`src/rtl/instr_fetch_ir.sv`:
```
// -----------------------------------------------------------------------------
// instr_fetch_ir
// Fetch stage plus instruction register for the microcoded control unit.
// Keeps the PC and fetches one word per control-store strobe over a req/ack
// handshake. The word is latched into the IR, which is decoded into opcode,
// packed register indices, funct bits and a sign-extended immediate.
// Optional feature macro: FETCH_TIMEOUT_EN (bounded memory wait, sets fetch_err).
// -----------------------------------------------------------------------------
module instr_fetch_ir #(
  parameter int unsigned       XLEN     = 32,
  parameter logic [XLEN-1:0]   PC_RESET = '0,
  parameter int unsigned       TIMEOUT  = 16
) (
  input  logic            clk,
  input  logic            rst,
  input  logic            fetch_req,
  input  logic            pc_we,
  input  logic [XLEN-1:0] pc_next,
  output logic            imem_req,
  output logic [XLEN-1:0] imem_addr,
  input  logic [31:0]     imem_rdata,
  input  logic            imem_ack,
  output logic [XLEN-1:0] pc,
  output logic [31:0]     ir,
  output logic [6:0]      opcode,
  output logic [14:0]     r,
  output logic [2:0]      funct3,
  output logic            funct7_b5,
  output logic [XLEN-1:0] imm,
  output logic            ir_valid,
  output logic            fetch_busy,
  output logic            fetch_err
);

  typedef enum logic [0:0] {
    ST_IDLE = 1'b0,
    ST_WAIT = 1'b1
  } state_e;

  localparam logic [31:0]     IR_NOP     = 32'h0000_0013;
  localparam logic [XLEN-1:0] PC_STEP    = XLEN'(4);
  localparam logic [XLEN-1:0] ALIGN_MASK = ~(XLEN'(3));

  localparam logic [6:0] OP_LOAD   = 7'b0000011;
  localparam logic [6:0] OP_IMM    = 7'b0010011;
  localparam logic [6:0] OP_JALR   = 7'b1100111;
  localparam logic [6:0] OP_STORE  = 7'b0100011;
  localparam logic [6:0] OP_BRANCH = 7'b1100011;
  localparam logic [6:0] OP_LUI    = 7'b0110111;
  localparam logic [6:0] OP_AUIPC  = 7'b0010111;
  localparam logic [6:0] OP_JAL    = 7'b1101111;

  state_e          state_q, state_d;
  logic [XLEN-1:0] pc_q, pc_d;
  logic [XLEN-1:0] fetch_addr_q, fetch_addr_d;
  logic [31:0]     ir_q, ir_d;
  logic            ir_valid_q, ir_valid_d;
  logic            imem_req_q, imem_req_d;
  logic            redirect_q, redirect_d;
  logic            fetch_err_q, fetch_err_d;
  logic [XLEN-1:0] pc_load_s;
  logic [31:0]     imm32_s;

`ifdef FETCH_TIMEOUT_EN
  localparam int unsigned CW = $clog2(TIMEOUT + 1);
  logic [CW-1:0] wait_cnt_q, wait_cnt_d;
`endif

  // Redirect targets are always word aligned.
  assign pc_load_s = pc_next & ALIGN_MASK;

  // State, PC, IR and handshake registers; reset aborts any fetch in flight.
  always_ff @(posedge clk or negedge rst) begin
    if (!rst) begin
      state_q      <= ST_IDLE;
      pc_q         <= PC_RESET;
      fetch_addr_q <= PC_RESET;
      ir_q         <= IR_NOP;
      ir_valid_q   <= 1'b0;
      imem_req_q   <= 1'b0;
      redirect_q   <= 1'b0;
      fetch_err_q  <= 1'b0;
    end else begin
      state_q      <= state_d;
      pc_q         <= pc_d;
      fetch_addr_q <= fetch_addr_d;
      ir_q         <= ir_d;
      ir_valid_q   <= ir_valid_d;
      imem_req_q   <= imem_req_d;
      redirect_q   <= redirect_d;
      fetch_err_q  <= fetch_err_d;
    end
  end

`ifdef FETCH_TIMEOUT_EN
  // Wait-cycle counter for the bounded memory wait.
  always_ff @(posedge clk or negedge rst) begin
    if (!rst) begin
      wait_cnt_q <= '0;
    end else begin
      wait_cnt_q <= wait_cnt_d;
    end
  end
`endif

  // Next-state logic: fetch start, completion, redirects and timeout.
  always_comb begin
    state_d      = state_q;
    pc_d         = pc_q;
    fetch_addr_d = fetch_addr_q;
    ir_d         = ir_q;
    ir_valid_d   = ir_valid_q;
    imem_req_d   = imem_req_q;
    redirect_d   = redirect_q;
    fetch_err_d  = fetch_err_q;
`ifdef FETCH_TIMEOUT_EN
    wait_cnt_d   = wait_cnt_q;
`endif
    case (state_q)
      ST_IDLE: begin
        if (fetch_req) begin
          state_d      = ST_WAIT;
          fetch_addr_d = pc_q;
          imem_req_d   = 1'b1;
          ir_valid_d   = 1'b0;
          fetch_err_d  = 1'b0;
          redirect_d   = 1'b0;
`ifdef FETCH_TIMEOUT_EN
          wait_cnt_d   = '0;
`endif
        end else begin
          state_d = ST_IDLE;
        end
        if (pc_we) begin
          pc_d = pc_load_s;
        end else begin
          pc_d = pc_q;
        end
      end
      ST_WAIT: begin
        if (imem_ack) begin
          // Completion wins over a simultaneous timeout.
          state_d    = ST_IDLE;
          ir_d       = imem_rdata;
          ir_valid_d = 1'b1;
          imem_req_d = 1'b0;
          if (pc_we) begin
            pc_d = pc_load_s;
          end else if (redirect_q) begin
            pc_d = pc_q;
          end else begin
            pc_d = fetch_addr_q + PC_STEP;
          end
        end else begin
          // A redirect mid-fetch moves the PC now; imem_addr keeps the old address.
          if (pc_we) begin
            pc_d       = pc_load_s;
            redirect_d = 1'b1;
          end else begin
            pc_d = pc_q;
          end
`ifdef FETCH_TIMEOUT_EN
          if (wait_cnt_q == CW'(TIMEOUT - 1)) begin
            state_d     = ST_IDLE;
            imem_req_d  = 1'b0;
            fetch_err_d = 1'b1;
          end else begin
            wait_cnt_d = wait_cnt_q + CW'(1);
          end
`endif
        end
      end
      default: begin
        state_d    = ST_IDLE;
        imem_req_d = 1'b0;
      end
    endcase
  end

  // Immediate decode for the opcode currently held in the IR.
  always_comb begin
    imm32_s = 32'h0000_0000;
    case (ir_q[6:0])
      OP_LOAD, OP_IMM, OP_JALR:
        imm32_s = {{20{ir_q[31]}}, ir_q[31:20]};
      OP_STORE:
        imm32_s = {{20{ir_q[31]}}, ir_q[31:25], ir_q[11:7]};
      OP_BRANCH:
        imm32_s = {{19{ir_q[31]}}, ir_q[31], ir_q[7], ir_q[30:25], ir_q[11:8], 1'b0};
      OP_LUI, OP_AUIPC:
        imm32_s = {ir_q[31:12], 12'h000};
      OP_JAL:
        imm32_s = {{11{ir_q[31]}}, ir_q[31], ir_q[19:12], ir_q[20], ir_q[30:21], 1'b0};
      default:
        imm32_s = 32'h0000_0000;
    endcase
  end

  assign imm        = XLEN'($signed(imm32_s));
  assign pc         = pc_q;
  assign ir         = ir_q;
  assign opcode     = ir_q[6:0];
  assign r          = {ir_q[11:7], ir_q[19:15], ir_q[24:20]};
  assign funct3     = ir_q[14:12];
  assign funct7_b5  = ir_q[30];
  assign ir_valid   = ir_valid_q;
  assign imem_req   = imem_req_q;
  assign imem_addr  = fetch_addr_q;
  assign fetch_busy = (state_q == ST_WAIT);
  assign fetch_err  = fetch_err_q;

endmodule

```
`config.mk`:
```
export PLATFORM = sky130hd
export DESIGN_NAME = instr_fetch_ir
export DESIGN_NICKNAME = d
export VERILOG_FILES = /design/src/rtl/instr_fetch_ir.sv
export SDC_FILE = /design/constraint.sdc
export NUM_CORES = 1
export LEC_CHECK = 0
export CAP_MARGIN = 40
export CELL_PAD_IN_SITES_DETAIL_PLACEMENT = 1
export CELL_PAD_IN_SITES_GLOBAL_PLACEMENT = 2
export CORE_MARGIN = 2
export CORE_UTILIZATION = 25
export DETAILED_ROUTE_END_ITERATION = 10
export PLACE_DENSITY_LB_ADDON = 0.1
export SYNTH_ARGS = -nofsm -noshare
export SYNTH_HDL_FRONTEND = slang
export SYNTH_SLANG_ARGS = --single-unit
```
`constraint.sdc`:
```
create_clock -name clk -period 2.8 [get_ports clk]
set_clock_uncertainty 0.15 [all_clocks]
set_input_delay 0.7 -clock clk [delete_from_list [all_inputs] [get_ports clk]]
set_output_delay 0.7 -clock clk [all_outputs]
set_load 0.01 [all_outputs]
```
Yosys cells after proc, flatten, opt, wreduce, memory -nomap -nowiden
Index checks and enable logic that the tools add are counted.

Reductions and logical operators: 6. Bitwise gates (word level): 1. Muxes and demuxes: 18. Add/sub/neg operators: 1. Equal/unequal tests: 13.

Operators with widths (count): 32-bit one-hot mux with 5 select lines (1); 32-bit two-way mux (4); 32-bit one-hot mux with 2 select lines (1); 32-bit by 3-bit adder with 32-bit output (second input constant) (1); 7-bit equality test (second input constant) (3); 7-bit by 5-bit equality test with 1-bit output (second input constant) (2); 7-bit by 6-bit equality test with 1-bit output (second input constant) (2); 1-bit two-way mux (8); 2-bit inequality test (second input constant) (4); 1-bit one-hot mux with 2 select lines (4); 7-bit by 2-bit equality test with 1-bit output (second input constant) (1); 2-bit AND reduction (3); 4-bit inequality test (second input constant) (1); 3-bit AND reduction (1); 3-bit OR reduction (1); 2-bit OR reduction (1); 1-bit inverter (1).

Bits in registers: 100. Output and inout bits: 158. Word-level logic and storage cells: 46. Bits of input ports: 69.

Depth between registers and ports, before layout
Word-level depth: 5. Gate-level depth with buffers: 8. Mapped depth without buffers: 6.

Worst setup path after synthesis
OpenSTA, ideal clock, no wires.

Path kind: register to output. Start: register ir_q[1] (netlist: ir[1]). End: output port imm[20]. Setup slack: 183 ps. Cell stages (with the launch flop): 7. Arrival time: 1767 ps. Path buffers: 1. Required time: 1950 ps. Cells stage by stage: dfstp_2 -> nand2_1 -> or4_1 -> nand3_1 -> and2_1 -> buf_4 -> a21o_1.

Word-level cells in the longest chain between the ends: 3. Elaborated cells between the ends (all ways): 11. Classes of those cells: eq/ne (8); mux (1); reduce/logical (2).

RTL lines: start, declared (RTL line 56) `logic [31:0] ir_q, ir_d;`; start signal, assigned (RTL line 87) `ir_q <= ir_d;`; 7-bit by 2-bit equality test with 1-bit output, or another cell as far along (RTL line 183) `case (ir_q[6:0])`; 3-bit OR reduction or 2-bit OR reduction (tied branches) (RTL line 183); 32-bit one-hot mux with 5 select lines (*) (RTL line 183); end, declared (RTL line 29) `output logic [XLEN-1:0] imm,`.

Mark *: on every way between the ends. The rest lies on a longest branch, timed or not.

Final worst setup path
Start: register ir_q[1] (netlist: ir[1]). End: output port imm[14].

Same word-level chain as after synthesis.

==> summary.md <==
| Metric | Value |
|---|---|
| Final ANT Viol Nets | `0` |
| Filler cell count | `2235` |
| Nets | `760` |
| Final setup TNS | `-4220 ps` |
| Post-synthesis sequential area ratio | `0.481` |
| Pwr dens | `711 nW/µm²` |
| Starting Density | `0.256` |
| Violated checks | `negative setup slack` |
| Post-Syn Nets | `544` |
| PortBufs | `223` |
| Grt ovf | `0` |
| Reg area | `2510 µm²` |
| Worst hold slack | `208 ps` |
| DR vias | `4484` |
| Die width | `148 µm` |
| Cell area after synthesis | `5210 µm²` |
| GP Congestion | `0.731` |
| Req. time, crit path | `1950 ps` |
| Main area contributors after synthesis | `dfrtp_1, mux2_2, nand2_1` |
| Area growth from synthesis to layout | `55.4%` |
| Crit path DAT | `2190 ps` |
| Worst-Skew Late Latency | `340 ps` |
| Startpoint Class | `flop` |
| # IOs | `227` |
| Area of the multi-input gates | `2470 µm²` |
| Critical path class | `flop to output pin` |
| Main synth FF type | `dfrtp_1` |
| Peak VDD IR | `0.303 mV` |
| Critical Path End Type | `output pin` |
| EDFF count, synth | `0` |
| Clock root cell | `clkbuf_16` |
| Setup slack at placement | `-385 ps` |
| Seq cells post-synth | `100` |
| Final hold vios | `0` |
| Clock Tree Buf Depth | `2` |
| Die height | `148 µm` |
| Total power draw | `5.76 mW` |
| Period minus WS final | `3040 ps` |
| Post-CTS Hold Fix Bufs | `0` |
| Drt initial violations | `81` |
| Maximum clock frequency | `0.329 GHz` |
| Pleak | `3.48 nW` |
| Crit Path Max Fanout | `7` |
| Final worst-path cycle share | `1.08` |
| Slew Viols, Final | `0` |
| Synth cell types | `50` |
| Area post-placement | `7770 µm²` |
| Count leader, synth | `dfrtp_1` |
| Initial antenna violation count | `0` |
| Cell Rows | `52` |
| Drt wl/cell | `18.8 µm` |
| Drt via density | `4.65` |
| First-pass GRT wire length | `28.4 mm` |
| Final wirelength | `18.1 mm` |
| Outcome | `complete, but fails checks` |
| Share of cells above drive strength 1 | `0.264` |
| H-tree levels | `3` |
| Slew HR | `0.526` |
| Die Footprint | `22000 µm²` |
| Core box area | `20400 µm²` |
| Ys Warns | `0` |
| Number of global-route vias before repair | `4814` |
| FFs w/ async S/R, synth | `1.00` |
| Syn Area/Cell | `11.0 µm²` |
| DRC viols | `0` |
| Worst-path clk slew | `70 ps` |
| Least-Margin Pin Slew | `706 ps` |
| CTS tree | `done` |
| Post-synth top area share | `0.466` |
| Diode count | `0` |
| Final Cell Area | `8100 µm²` |
| CTS Buf Count | `9` |
| Hold WC Path Type | `input pin to asynchronous set/reset pin` |
| Post-synth top area cell | `dfrtp_1` |
| 1st-pass router iterations | `4` |
| Fin worst setup slack | `-237 ps` |
| # setup viols final | `32` |
| Number of max-cap violations | `0` |
| Largest net degree at the start of global routing | `43` |
| Gate Count Post-Synth | `474` |
| All-Layer GR Usage | `0.166` |
| Top cells by count, synth | `dfrtp_1, mux2_2, nand2_1` |
| Dpl hpwl | `13.2 mm` |
| RSZ-0062 raised after global routing | `yes` |
| Clk sinks | `100` |
==> critical path, stage by stage (launching register included) <==
cell,delay [ps]
dfstp_2,560
nand2_4,60
or4b_4,510
o21a_4,160
a21boi_4,180
buf_6,150
a21o_1,100
buf_2,130
==> metal layers <==
| metal | vias up | GRT usage | wire, µm |
|---|---|---|---|
| met5 | - | 0 | 0 |
| met4 | 0 | 0.0414 | 150 |
| met3 | 8 | 0.0445 | 1120 |
| met2 | 156 | 0.286 | 8770 |
| met1 | 2232 | 0.208 | 8090 |
| li1 | 2088 | - | - |
==> metrics by stage <==
| step | cells | utilization |
|---|---|---|
| after floorplan | 474 | - |
| final | 964 | 0.398 |
| after global routing | 964 | 0.398 |
| after detailed placement | 947 | 0.382 |
| after CTS | 963 | 0.395 |
| after global placement | 947 | 0.382 |
==> cell families after synthesis <==
kind of cell,count (synthesis),share of synthesized area
DFF,100,0.481
xor gates and xnor gates,27,0.0454
and+or+nand+nor,135,0.140
buffers and inverters,58,0.0641
AOI/OAI and AO/OA,86,0.125
other,1,0.000719
muxes,66,0.142
adders and majority gates,1,0.00240
==> cell type report <==
| class | count | share of cell area |
|---|---|---|
| clock inverters | 2 | 0.00201 |
| well taps | 270 | 0.0417 |
| repair buffers | 255 | 0.303 |
| flip-flops and latches | 100 | 0.309 |
| multi-input cells | 316 | 0.305 |
| clock buffers | 13 | 0.0346 |
| inverters | 8 | 0.00371 |
==> path summary, 6_finish.rpt <==
check                              from           end  slack [ps]  cells after the start
max                               ir[1]       imm[14]        -240                      7
min                                 rst         ir[9]         210                      1
max reg2reg                imem_addr[4]        pc[31]         650                      5
min reg2reg                    ir_valid      ir_valid         350                      2
max in group asynchronous           rst  imem_addr[6]        1630                      2
min in group clk               ir_valid      ir_valid         350                      2
==> cell usage in the layout, fill, tap and decap left out, types with 8 or more instances in the layout <==
master and instances:
clkdlybuf4s50_1 189, dfrtp_1 97, mux2_2 62, nand2_1 53, buf_4 24, buf_2 21
a21o_1 20, xor2_1 19, o21ai_0 17, a21oi_1 16, nor2_1 13, nand3_1 12
buf_6 12, nand4_1 9, clkbuf_16 9, inv_1 8, xnor2_1 8
==> state kept, by name, indices dropped and copies added, names as in the netlist <==
name	count
fetch_busy	1
ir	32
pc	32
imem_addr	32
redirect_q	1
imem_req	1
ir_valid	1
==> power by group <==
group	switching, mW	total, mW	internal, mW
Sequential	0.473	2.25	1.78
Combinational	0.897	2.23	1.34
Clock	0.571	1.27	0.701
==> repair_timing <==
action | in CTS | in global routing
pin swaps | 8 | 3
buffers inserted | 1 | 1
endpoints found under the hold margin | 0 | 0
gates resized for setup | 142 | 14
setup endpoints to repair | 32 | 32
Power figures use the tool's default switching activity.
